<file path="src/rtl/loba_pkg.sv">
// Shared types and defaults for the LOBA accumulate stage.
// Latency: n/a (types only).
// Backpressure: n/a (types only).
package loba_pkg;

  typedef enum logic [1:0] {
    INIT  = 2'd0,
    ACCUM = 2'd1,
    HOLD  = 2'd2
  } loba_state_e;

  localparam int LOBA_N_DEF     = 16;
  localparam int LOBA_ACC_W_DEF = 40;
  localparam int LOBA_CNT_W_DEF = 8;

  function automatic bit acc_w_ok(input int n, input int acc_w);
    return acc_w >= 2 * n;
  endfunction

endpackage

</file>
<file path="src/rtl/loba_acc_add.sv">
// Accumulator adder with carry-out; LOBA_ACC_SAT_EN clamps the sum to all-ones on carry.
// Latency: combinational.
// Backpressure: none (pure datapath).
module loba_acc_add
  import loba_pkg::*;
#(
  parameter int ACC_W = LOBA_ACC_W_DEF
) (
  input  logic [ACC_W-1:0] acc,
  input  logic [ACC_W-1:0] addend,
  output logic [ACC_W-1:0] sum,
  output logic             carry
);

  logic [ACC_W:0] raw;

  assign raw   = {1'b0, acc} + {1'b0, addend};
  assign carry = raw[ACC_W];

`ifdef LOBA_ACC_SAT_EN
  // Once clamped, any further nonzero addend carries again, so the clamp sticks.
  assign sum = carry ? {ACC_W{1'b1}} : raw[ACC_W-1:0];
`else
  assign sum = raw[ACC_W-1:0];
`endif

endmodule

</file>
<file path="src/rtl/loba_acc.sv">
// Streaming vector accumulator for LOBA products; sum/count/ovf presented on valid/ready.
// Latency: result visible the cycle after the in_last beat is accepted.
// Backpressure: input stalls (in_ready=0) while a result waits in HOLD; one bubble per vector.
module loba_acc
  import loba_pkg::*;
#(
  parameter int N     = LOBA_N_DEF,
  parameter int ACC_W = LOBA_ACC_W_DEF,
  parameter int CNT_W = LOBA_CNT_W_DEF
) (
  input  logic             clk,
  input  logic             rst,
  input  logic             in_valid,
  output logic             in_ready,
  input  logic [2*N-1:0]   in_p,
  input  logic             in_last,
  output logic             out_valid,
  input  logic             out_ready,
  output logic [ACC_W-1:0] out_sum,
  output logic [CNT_W-1:0] out_count,
  output logic             out_ovf
);

  localparam bit ACC_W_OK = acc_w_ok(N, ACC_W);

  generate
    if (!ACC_W_OK) begin : g_acc_w_chk
      $error("loba_acc: ACC_W must be >= 2*N");
    end
  endgenerate

  loba_state_e state, state_nxt;

  logic [ACC_W-1:0] acc;
  logic [CNT_W-1:0] cnt;
  logic             ovf;
  logic [ACC_W-1:0] addend;
  logic [ACC_W-1:0] sum;
  logic             carry;
  logic [CNT_W-1:0] cnt_inc;
  logic             ovf_nxt;
  logic             accept;

  always_ff @(posedge clk or posedge rst) begin
    if (rst) state <= INIT;
    else     state <= state_nxt;
  end

  always_comb begin
    state_nxt = state;
    in_ready  = 1'b0;
    out_valid = 1'b0;
    case (state)
      INIT: state_nxt = ACCUM;
      ACCUM: begin
        in_ready = 1'b1;
        if (in_valid && in_last) state_nxt = HOLD;
      end
      HOLD: begin
        out_valid = 1'b1;
        if (out_ready) state_nxt = ACCUM;
      end
      default: state_nxt = INIT;
    endcase
  end

  always_comb begin
    addend          = '0;
    addend[2*N-1:0] = in_p;
  end

  loba_acc_add #(.ACC_W(ACC_W)) u_add (
    .acc    (acc),
    .addend (addend),
    .sum    (sum),
    .carry  (carry)
  );

  assign accept  = in_valid && in_ready;
  assign cnt_inc = (cnt == {CNT_W{1'b1}}) ? cnt : cnt + CNT_W'(1);
  assign ovf_nxt = ovf | carry;

  // Closing beat publishes the updated totals and clears the running state in the same edge.
  always_ff @(posedge clk or posedge rst) begin
    if (rst) begin
      acc       <= '0;
      cnt       <= '0;
      ovf       <= 1'b0;
      out_sum   <= '0;
      out_count <= '0;
      out_ovf   <= 1'b0;
    end else if (accept) begin
      if (in_last) begin
        out_sum   <= sum;
        out_count <= cnt_inc;
        out_ovf   <= ovf_nxt;
        acc       <= '0;
        cnt       <= '0;
        ovf       <= 1'b0;
      end else begin
        acc <= sum;
        cnt <= cnt_inc;
        ovf <= ovf_nxt;
      end
    end
  end

endmodule

</file>
<file path="config.mk">
export PLATFORM = sky130hd
export DESIGN_NAME = loba_acc
export DESIGN_NICKNAME = d
export VERILOG_FILES = /design/src/rtl/loba_pkg.sv /design/src/rtl/loba_acc_add.sv /design/src/rtl/loba_acc.sv
export SDC_FILE = /design/constraint.sdc
export NUM_CORES = 1
export LEC_CHECK = 0
export ABC_AREA = 1
export CAP_MARGIN = 20
export CELL_PAD_IN_SITES_DETAIL_PLACEMENT = 0
export CELL_PAD_IN_SITES_GLOBAL_PLACEMENT = 1
export CORE_MARGIN = 1.5
export CORE_UTILIZATION = 44
export CTS_BUF_LIST = sky130_fd_sc_hd__clkbuf_8
export DETAILED_ROUTE_END_ITERATION = 12
export PLACE_DENSITY_LB_ADDON = 0.2
export SKIP_LAST_GASP = 1
export SLEW_MARGIN = 40
export SYNTH_ARGS = -nofsm -noshare
export SYNTH_HDL_FRONTEND = slang
export SYNTH_SLANG_ARGS = --single-unit
</file>
<file path="constraint.sdc">
create_clock -name clk -period 8.2 [get_ports clk]
set_clock_uncertainty 0.05 [all_clocks]
set_input_delay 1.64 -clock clk [delete_from_list [all_inputs] [get_ports clk]]
set_output_delay 1.64 -clock clk [all_outputs]
set_load 0.02 [all_outputs]
</file>
Word-level counts from Yosys, hierarchy flattened:

Cells that the tools add are included.

* register bits after elaboration: 100
* input bits: 37
* output and inout bits: 51
* logic and storage cells: 29

* add/subtract/negate cells: 2
* equal/unequal tests: 5
* muxes and demuxes: 9
* bitwise operators: 1
* reduce and logical (&&, ||, !) cells: 5

Operators with widths (number)
* $add A40 B32 Y41: 1
* $mux W40: 1
* $mux W8: 2
* $add A8 B1 Y8 const B: 1
* $eq A8 B8 Y1 const B: 1
* $pmux W2 S3: 1
* $mux W2: 2
* $ne A2 B2 Y1 const B: 2
* $reduce_and A2 Y1: 2
* $mux W1: 3
* $eq A2 B1 Y1 const B: 1
* $eq A2 B2 Y1 const B: 1
* $logic_and A1 B1 Y1: 2
* $logic_not A2 Y1: 1
* $or A1 B1 Y1: 1

Longest topological paths before layout:

Gate-level depths: netlist of the first run.

* word-level depth: 4
* depth in mapped cells: 16
* depth with buffers taken out: 16

By module:

From an unflattened synthesis of the first run, not the netlist that was laid out.

* cell total of the unflattened synthesis: 1054
* area, all modules: 7204.4 µm²

By module, submodules not included
* loba_acc: times used 1, cells an instance 428, area an instance 4108.9 µm², seq. area each 2502.4 µm²
* loba_acc_add: times used 1, cells an instance 626, area an instance 3095.5 µm², seq. area each 0.0 µm²

Worst setup path before layout of the first run:

OpenSTA, ideal clock, no wires.

* path type: input port to flip-flop
* start point: input in_p[0]
* end point: register out_sum[32]
* library setup time: 117 ps
* data arrival time: 3079 ps
* required time: 8033 ps
* path slack: 4953 ps
* cell stages on the path: 15
* buffers on the path: 0
* cells stage by stage: ha_1 inv_1 fa_1 inv_1 nand3_1 nand2_2 nand2_1 nand2_2 nand2_1 nand2_2 nand2_1 nand2_1 nand2_1 nand3_1 nand2_1

* cells in the longest elaborated chain, start to end: 1

RTL lines
* from (decl): RTL line loba_acc.sv:15 `input logic [2*N-1:0] in_p,`
* $add A40 B32 Y41: RTL line loba_acc_add.sv:17 `assign raw = {1'b0, acc} + {1'b0, addend};`
* to (signal assigned): RTL line loba_acc.sv:94 `out_sum <= sum;`
* to (decl): RTL line loba_acc.sv:19 `output logic [ACC_W-1:0] out_sum,`

No other way between the ends.
A chain may end at the register's enable or synchronous reset.

Final worst setup path of the first run:

* start point: input in_valid
* end point: register state[1]

* cells in the longest elaborated chain, start to end: 3

RTL lines
* from (decl): RTL line loba_acc.sv:13 `input logic in_valid,`
* $logic_and A1 B1 Y1: RTL line loba_acc.sv:57 `if (in_valid && in_last) state_nxt = HOLD;`
* $ne A2 B2 Y1 (no source line)
* $reduce_and A2 Y1 (no source line)
* to (signal assigned): RTL line loba_acc.sv:46 `else state <= state_nxt;`
* to (decl): RTL line loba_acc.sv:32 `loba_state_e state, state_nxt;`

No other way between the ends.

==> impl_metrics.env, run 1 <==
export IMPL_n_antenna_cell=0
export IMPL_hp_start="out_sum[34]"
export IMPL_synthDistinctLibCells=31
export IMPL_synth_ff_type="dfrtp_1"
export IMPL_grt_max_degree=65
export IMPL_drc=0
export IMPL_grt_overflow=0
export IMPL_drive_gt1_frac=0.0452
export IMPL_r2r_end="state[1]"
export IMPL_setup_tns_ps=0
export IMPL_grt_usage=0.232
export IMPL_crit_type="input pin to flop"
export IMPL_synth_top_area_share=0.380
export IMPL_cts_setup_buffers=0
export IMPL_synth_top_cell_by_area="dfrtp_1"
export IMPL_dp_slack_ps=3910
export IMPL_die_w_um=125
export IMPL_r2r_slack_ps=5210
export IMPL_fmax_ghz=0.239
export IMPL_final_hold_viol_count=0
export IMPL_nets=1129
export IMPL_setup_viol=0
export IMPL_avgSynthCellArea_sq_um=6.76
export IMPL_cp_end_kind="flop"
export IMPL_min_path_cells=2
export IMPL_crit_fanout=46
export IMPL_clk_pin_slew_ps=110
export IMPL_fillers=1494
export IMPL_cts_root_buf="clkbuf_8"
export IMPL_synthCells=975
export IMPL_core_area_sq_um=14600
export IMPL_routed_wl_um=17200
export IMPL_ant_nets=0
export IMPL_critPathRequiredTime_ps=8440
export IMPL_clock_sinks=100
export IMPL_r2r_start="state[0]"
export IMPL_rows=44
export IMPL_finalMaxSlewViolations=0
export IMPL_p_leak_nw=4.16
export IMPL_insertion_delay_ps=400
export IMPL_fin_crit_ps=4180
export IMPL_hold_path_class="flop to flop"
export IMPL_grt_pass1_wl_um=29300
export IMPL_yosysMostFrequentCell="nand2_1"
export IMPL_status="finished clean"
export IMPL_synth_seq_cells=100
export IMPL_rsz0062_at_grt="false"
export IMPL_vias=5968
export IMPL_first_global_vias=5918
export IMPL_yosys_top_cells_area="dfrtp_1 38%, nand2_1 22%, inv_1 7.5%"
export IMPL_syn_nets=1046
export IMPL_post_route_period_util=0.510
export IMPL_min_to="out_sum[34]"
export IMPL_r2r_cells=8
export IMPL_htreeDepth=3
export IMPL_clk_path_buf_depth=2
export IMPL_synth_edff_count=0
export IMPL_place_congestion=0.973
export IMPL_maxCapViolations=0
export IMPL_cts_buffers=9
export IMPL_hpwlAfterDp_um=13000
export IMPL_max_slew_margin_rel=0.483
export IMPL_cp_arrival_ps=4420
export IMPL_ios=88
export IMPL_yosysSeqAreaShare=0.380
export IMPL_cts_tree="yes"
export IMPL_cts_hold_buf=0
export IMPL_tightestPinTransition_ps=771
export IMPL_antenna_found_initial=0
export IMPL_syn2layout_area_growth_pct=19.5
export IMPL_start_util=0.452
export IMPL_die_h_um=125
export IMPL_start_kind="input pin"
export IMPL_netlist_area_sq_um=6590
export IMPL_vdd_drop_max_mv=0.169
export IMPL_synthTopCellsByCount="384 x nand2_1, 132 x inv_1, 100 x dfrtp_1"
export IMPL_portBuffers=87
export IMPL_wl_per_cell_um=13.8
export IMPL_vias_per_cell=4.79
export IMPL_p_per_area_nw_per_um2=321
export IMPL_die_area_sq_um=15700
export IMPL_yosys_warnings=0
export IMPL_async_flop_share=1.00
export IMPL_drtIter0Drc=296
export IMPL_cts_resized=0
export IMPL_dr_pass1_iters=4
export IMPL_fin_ws_ps=4020
-- cell type report --
cell class | count | area, sq um | share of cell area
multi-input cells | 722 | 3500 | 0.445
well taps | 184 | 230 | 0.0292
clock inverters | 6 | 95.1 | 0.0121
repair buffers | 90 | 897 | 0.114
clock buffers | 10 | 138 | 0.0175
inverters | 135 | 509 | 0.0647
flip-flops and latches | 100 | 2500 | 0.318
-- worst max-delay path, cell delays in order --
cell and delay (ps):
clkdlybuf4s50_1 460, nand2_4 470, inv_2 160, nand2_2 90, buf_4 310, clkinv_1 710
or2_2 550
-- metrics by stage --
step                hold slack, ps  area [sq um]  std cells   util  total power, mW
global route                   470          7870       1247  0.540             2.76
detailed placement             414          7640       1231  0.523             2.17
finish                         439          7870       1247  0.540             2.53
CTS                            445          7870       1247  0.539             2.55
global placement               414          7640       1231  0.523             2.16
floorplan                      399          6590        975      -             1.71
-- state kept, by name, indices dropped and copies added, names as in the netlist --
signal     flops
state          2
acc           40
out_sum       40
cnt            8
ovf            1
out_count      8
out_ovf        1
-- layer usage --
layer,track usage,routed length (um),vias to the layer above
li1,-,-,3203
met1,0.302,8300,2648
met2,0.394,7980,94
met3,0.0321,461,23
met4,0.0876,414,0
met5,0,0,-
-- where the power goes --
group | total (mW) | switching (mW) | internal [mW] | leakage (nW)
Combinational | 1.39 | 0.858 | 0.533 | 2.74
Clock | 0.374 | 0.191 | 0.183 | 0.111
Sequential | 0.761 | 0.0996 | 0.662 | 1.31
-- kinds of logic after synthesis --
family	count (synthesis)	share of synthesized area
xor+xnor	21	0.0279
flops	100	0.380
simple gates	574	0.363
fa+ha+maj	34	0.0657
buf+inv	153	0.0887
compound gates	93	0.0744
-- cells in the final DEF (no fill, tap or decap), drive strengths merged, types with 4 or more instances in the layout --
| cell type | count |
|---|---|
| nor3 | 12 |
| nand3b | 11 |
| xor2 | 4 |
| o21ai | 57 |
| ha | 33 |
| clkdlybuf4s50 | 87 |
| nor2 | 78 |
| inv | 136 |
| o22ai | 5 |
| dfrtp | 100 |
| a21oi | 28 |
| xnor2 | 17 |
| nand3 | 73 |
| clkbuf | 10 |
| nand2 | 394 |
-- worst max-delay path by stage --
stage | startpoint | end | slack [ps]
floorplan | rst | acc[0] | 3890
global placement | in_valid | state[1] | 3970
detailed placement | in_valid | state[1] | 3910
CTS | in_valid | state[1] | 4350
global route | in_valid | state[1] | 3810
finish | in_valid | state[1] | 4020
Power figures use the tool's default switching activity.
==> run 2, diff against run 1 <==
Settings changed: CORE_UTILIZATION 44 to 37.
Clock period 8.2 ns to 3.6 ns, I/O delays scaled along.
==> impl_metrics.env, run 2 (synthesized netlist as in run 1, its figures left out) <==
export IMPL_crit_type="input pin to flop"
export IMPL_ios=88
export IMPL_syn2layout_area_growth_pct=20.7
export IMPL_cp_startpoint="in_p[0]"
export IMPL_dp_slack_ps=450
export IMPL_largestRegisters="acc: 40 flops, out_sum: 40 flops"
export IMPL_clock_sinks=100
export IMPL_clk_pin_slew_ps=110
export IMPL_rsz0062_at_grt="false"
export IMPL_post_route_period_util=0.755
export IMPL_fillers=1855
export IMPL_r2r_end="out_sum[28]"
export IMPL_vias=6052
export IMPL_hold_path_class="flop to flop"
export IMPL_cp_arrival_ps=2970
export IMPL_cts_setup_buffers=0
export IMPL_drive_gt1_frac=0.0478
export IMPL_antenna_found_initial=0
export IMPL_maxCapViolations=0
export IMPL_grt_usage=0.210
export IMPL_tightestPinTransition_ps=592
export IMPL_nets=1132
export IMPL_cts_resized=0
export IMPL_layout_commonest_cell="nand2_1"
export IMPL_fin_crit_ps=2720
export IMPL_p_per_area_nw_per_um2=724
export IMPL_ff_latch_area_sq_um=2500
export IMPL_p_comb_frac=0.557
export IMPL_finalMaxSlewViolations=0
export IMPL_cp_depth=14
export IMPL_wl_per_cell_um=14.1
export IMPL_cts_buffers=9
export IMPL_grt_overflow=0
export IMPL_vias_per_cell=4.69
export IMPL_cts_tree="yes"
export IMPL_slowest_delay_ps=460
export IMPL_hold_slack_ps=436
export IMPL_first_global_vias=6006
export IMPL_path_cells="clkdlybuf4s50_1, ha_1, inv_1, fa_1, inv_1, nand3_1, nand2_2, nand4_1, nand3_1, nand2_1, nand2_1, nand2_1, nand3_1, nand2_1"
export IMPL_clockPowerShare=0.141
export IMPL_path_common_cell="nand2_1"
export IMPL_clk_path_buf_depth=2
export IMPL_setup_viol=0
export IMPL_start_util=0.380
export IMPL_dr_pass1_iters=4
export IMPL_fin_ws_ps=880
export IMPL_crit_fanout=4
export IMPL_grt_pass1_wl_um=30300
export IMPL_vdd_drop_max_mv=0.303
export IMPL_final_hold_viol_count=0
export IMPL_hpwlAfterDp_um=13900
export IMPL_p_switching_mw=2.69
export IMPL_portBuffers=87
export IMPL_htreeDepth=3
export IMPL_crit_end="out_sum[28]"
export IMPL_p_leak_nw=4.19
export IMPL_cts_hold_buf=0
export IMPL_drtIter0Drc=341
export IMPL_routed_wl_um=18200
export IMPL_die_h_um=136
export IMPL_worst_path_max_delay_cell="clkdlybuf4s50_1"
export IMPL_cts_root_buf="clkbuf_8"
export IMPL_start_kind="input pin"
export IMPL_cp_end_kind="flop"
export IMPL_setup_tns_ps=0
export IMPL_multi_input_area_sq_um=3500
export IMPL_die_area_sq_um=18600
export IMPL_r2r_cells=13
export IMPL_critPathRequiredTime_ps=3850
export IMPL_rows=48
export IMPL_n_antenna_cell=0
export IMPL_cp_num_buf_inv=3
export IMPL_die_w_um=136
export IMPL_core_area_sq_um=17400
export IMPL_drc=0
export IMPL_grt_max_degree=69
export IMPL_mostFrequentLayoutCells="384 x nand2_1, 131 x inv_1, 100 x dfrtp_1"
export IMPL_insertion_delay_ps=390
export IMPL_r2r_slack_ps=1300
export IMPL_p_sw_frac=0.466
export IMPL_intPower_mw=3.08
export IMPL_max_slew_margin_rel=0.606
export IMPL_r2r_start="acc[0]"
export IMPL_fmax_ghz=0.368
export IMPL_path_delay_family="simple AND/OR/NAND/NOR gates"
export IMPL_status="finished clean"
export IMPL_pwr_share_seq=0.302
export IMPL_post_route_util=0.458
export IMPL_ant_nets=0
export IMPL_place_congestion=0.871
## run 2: worst min path at each step
stage,start,to,cells after the start
6_report,out_sum[19],out_sum[19],2
5_1_grt,out_sum[5],out_sum[5],2
4_1_cts,out_sum[19],out_sum[19],2
3_5_place_dp,out_sum[19],out_sum[19],2
3_3_place_gp,out_sum[20],out_sum[20],2
2_1_floorplan,ovf,ovf,2
## run 2: final cells by class
| type | instances | area share |
|---|---|---|
| tap | 225 | 0.0354 |
| inverter | 135 | 0.0640 |
| timing repair buffer | 93 | 0.118 |
| clock inverter | 7 | 0.0118 |
| sequential | 100 | 0.315 |
| clock buffer | 9 | 0.0156 |
| multi-input combinational | 722 | 0.440 |
## run 2: worst register-to-register path: stages (launching register included)
cell,delay [ps]
dfrtp_1,360
ha_1,270
inv_1,80
fa_1,410
inv_1,90
nand3_1,80
nand2_2,130
nand4_1,110
nand3_1,210
nand2_1,140
nand2_1,80
nand2_1,60
nand3_1,80
nand2_1,50
## run 2: stage by stage
stage | cell area [sq um] | cells | power [mW]
finish | 7950 | 1291 | 5.76
global route | 7950 | 1291 | 6.30
CTS | 7950 | 1291 | 5.84
detailed placement | 7740 | 1275 | 5.00
global placement | 7740 | 1275 | 4.99
floorplan | 6590 | 975 | 3.89
## run 2: power by group through the flow
stage	combinational [mW]	sequential, mW	clock (mW)
floorplan	1.92	1.97	0
global placement	3.24	1.76	0
detailed placement	3.24	1.76	0
CTS	3.25	1.75	0.838
global route	3.63	1.79	0.881
finish	3.21	1.74	0.811
## run 2: per-layer routing
metal / track usage / vias up / share of wire
li1: - / 3211 / -
met1: 0.276 / 2740 / 0.48
met2: 0.357 / 86 / 0.47
met3: 0.0336 / 15 / 0.032
met4: 0.0550 / 0 / 0.015
met5: 0 / - / 0
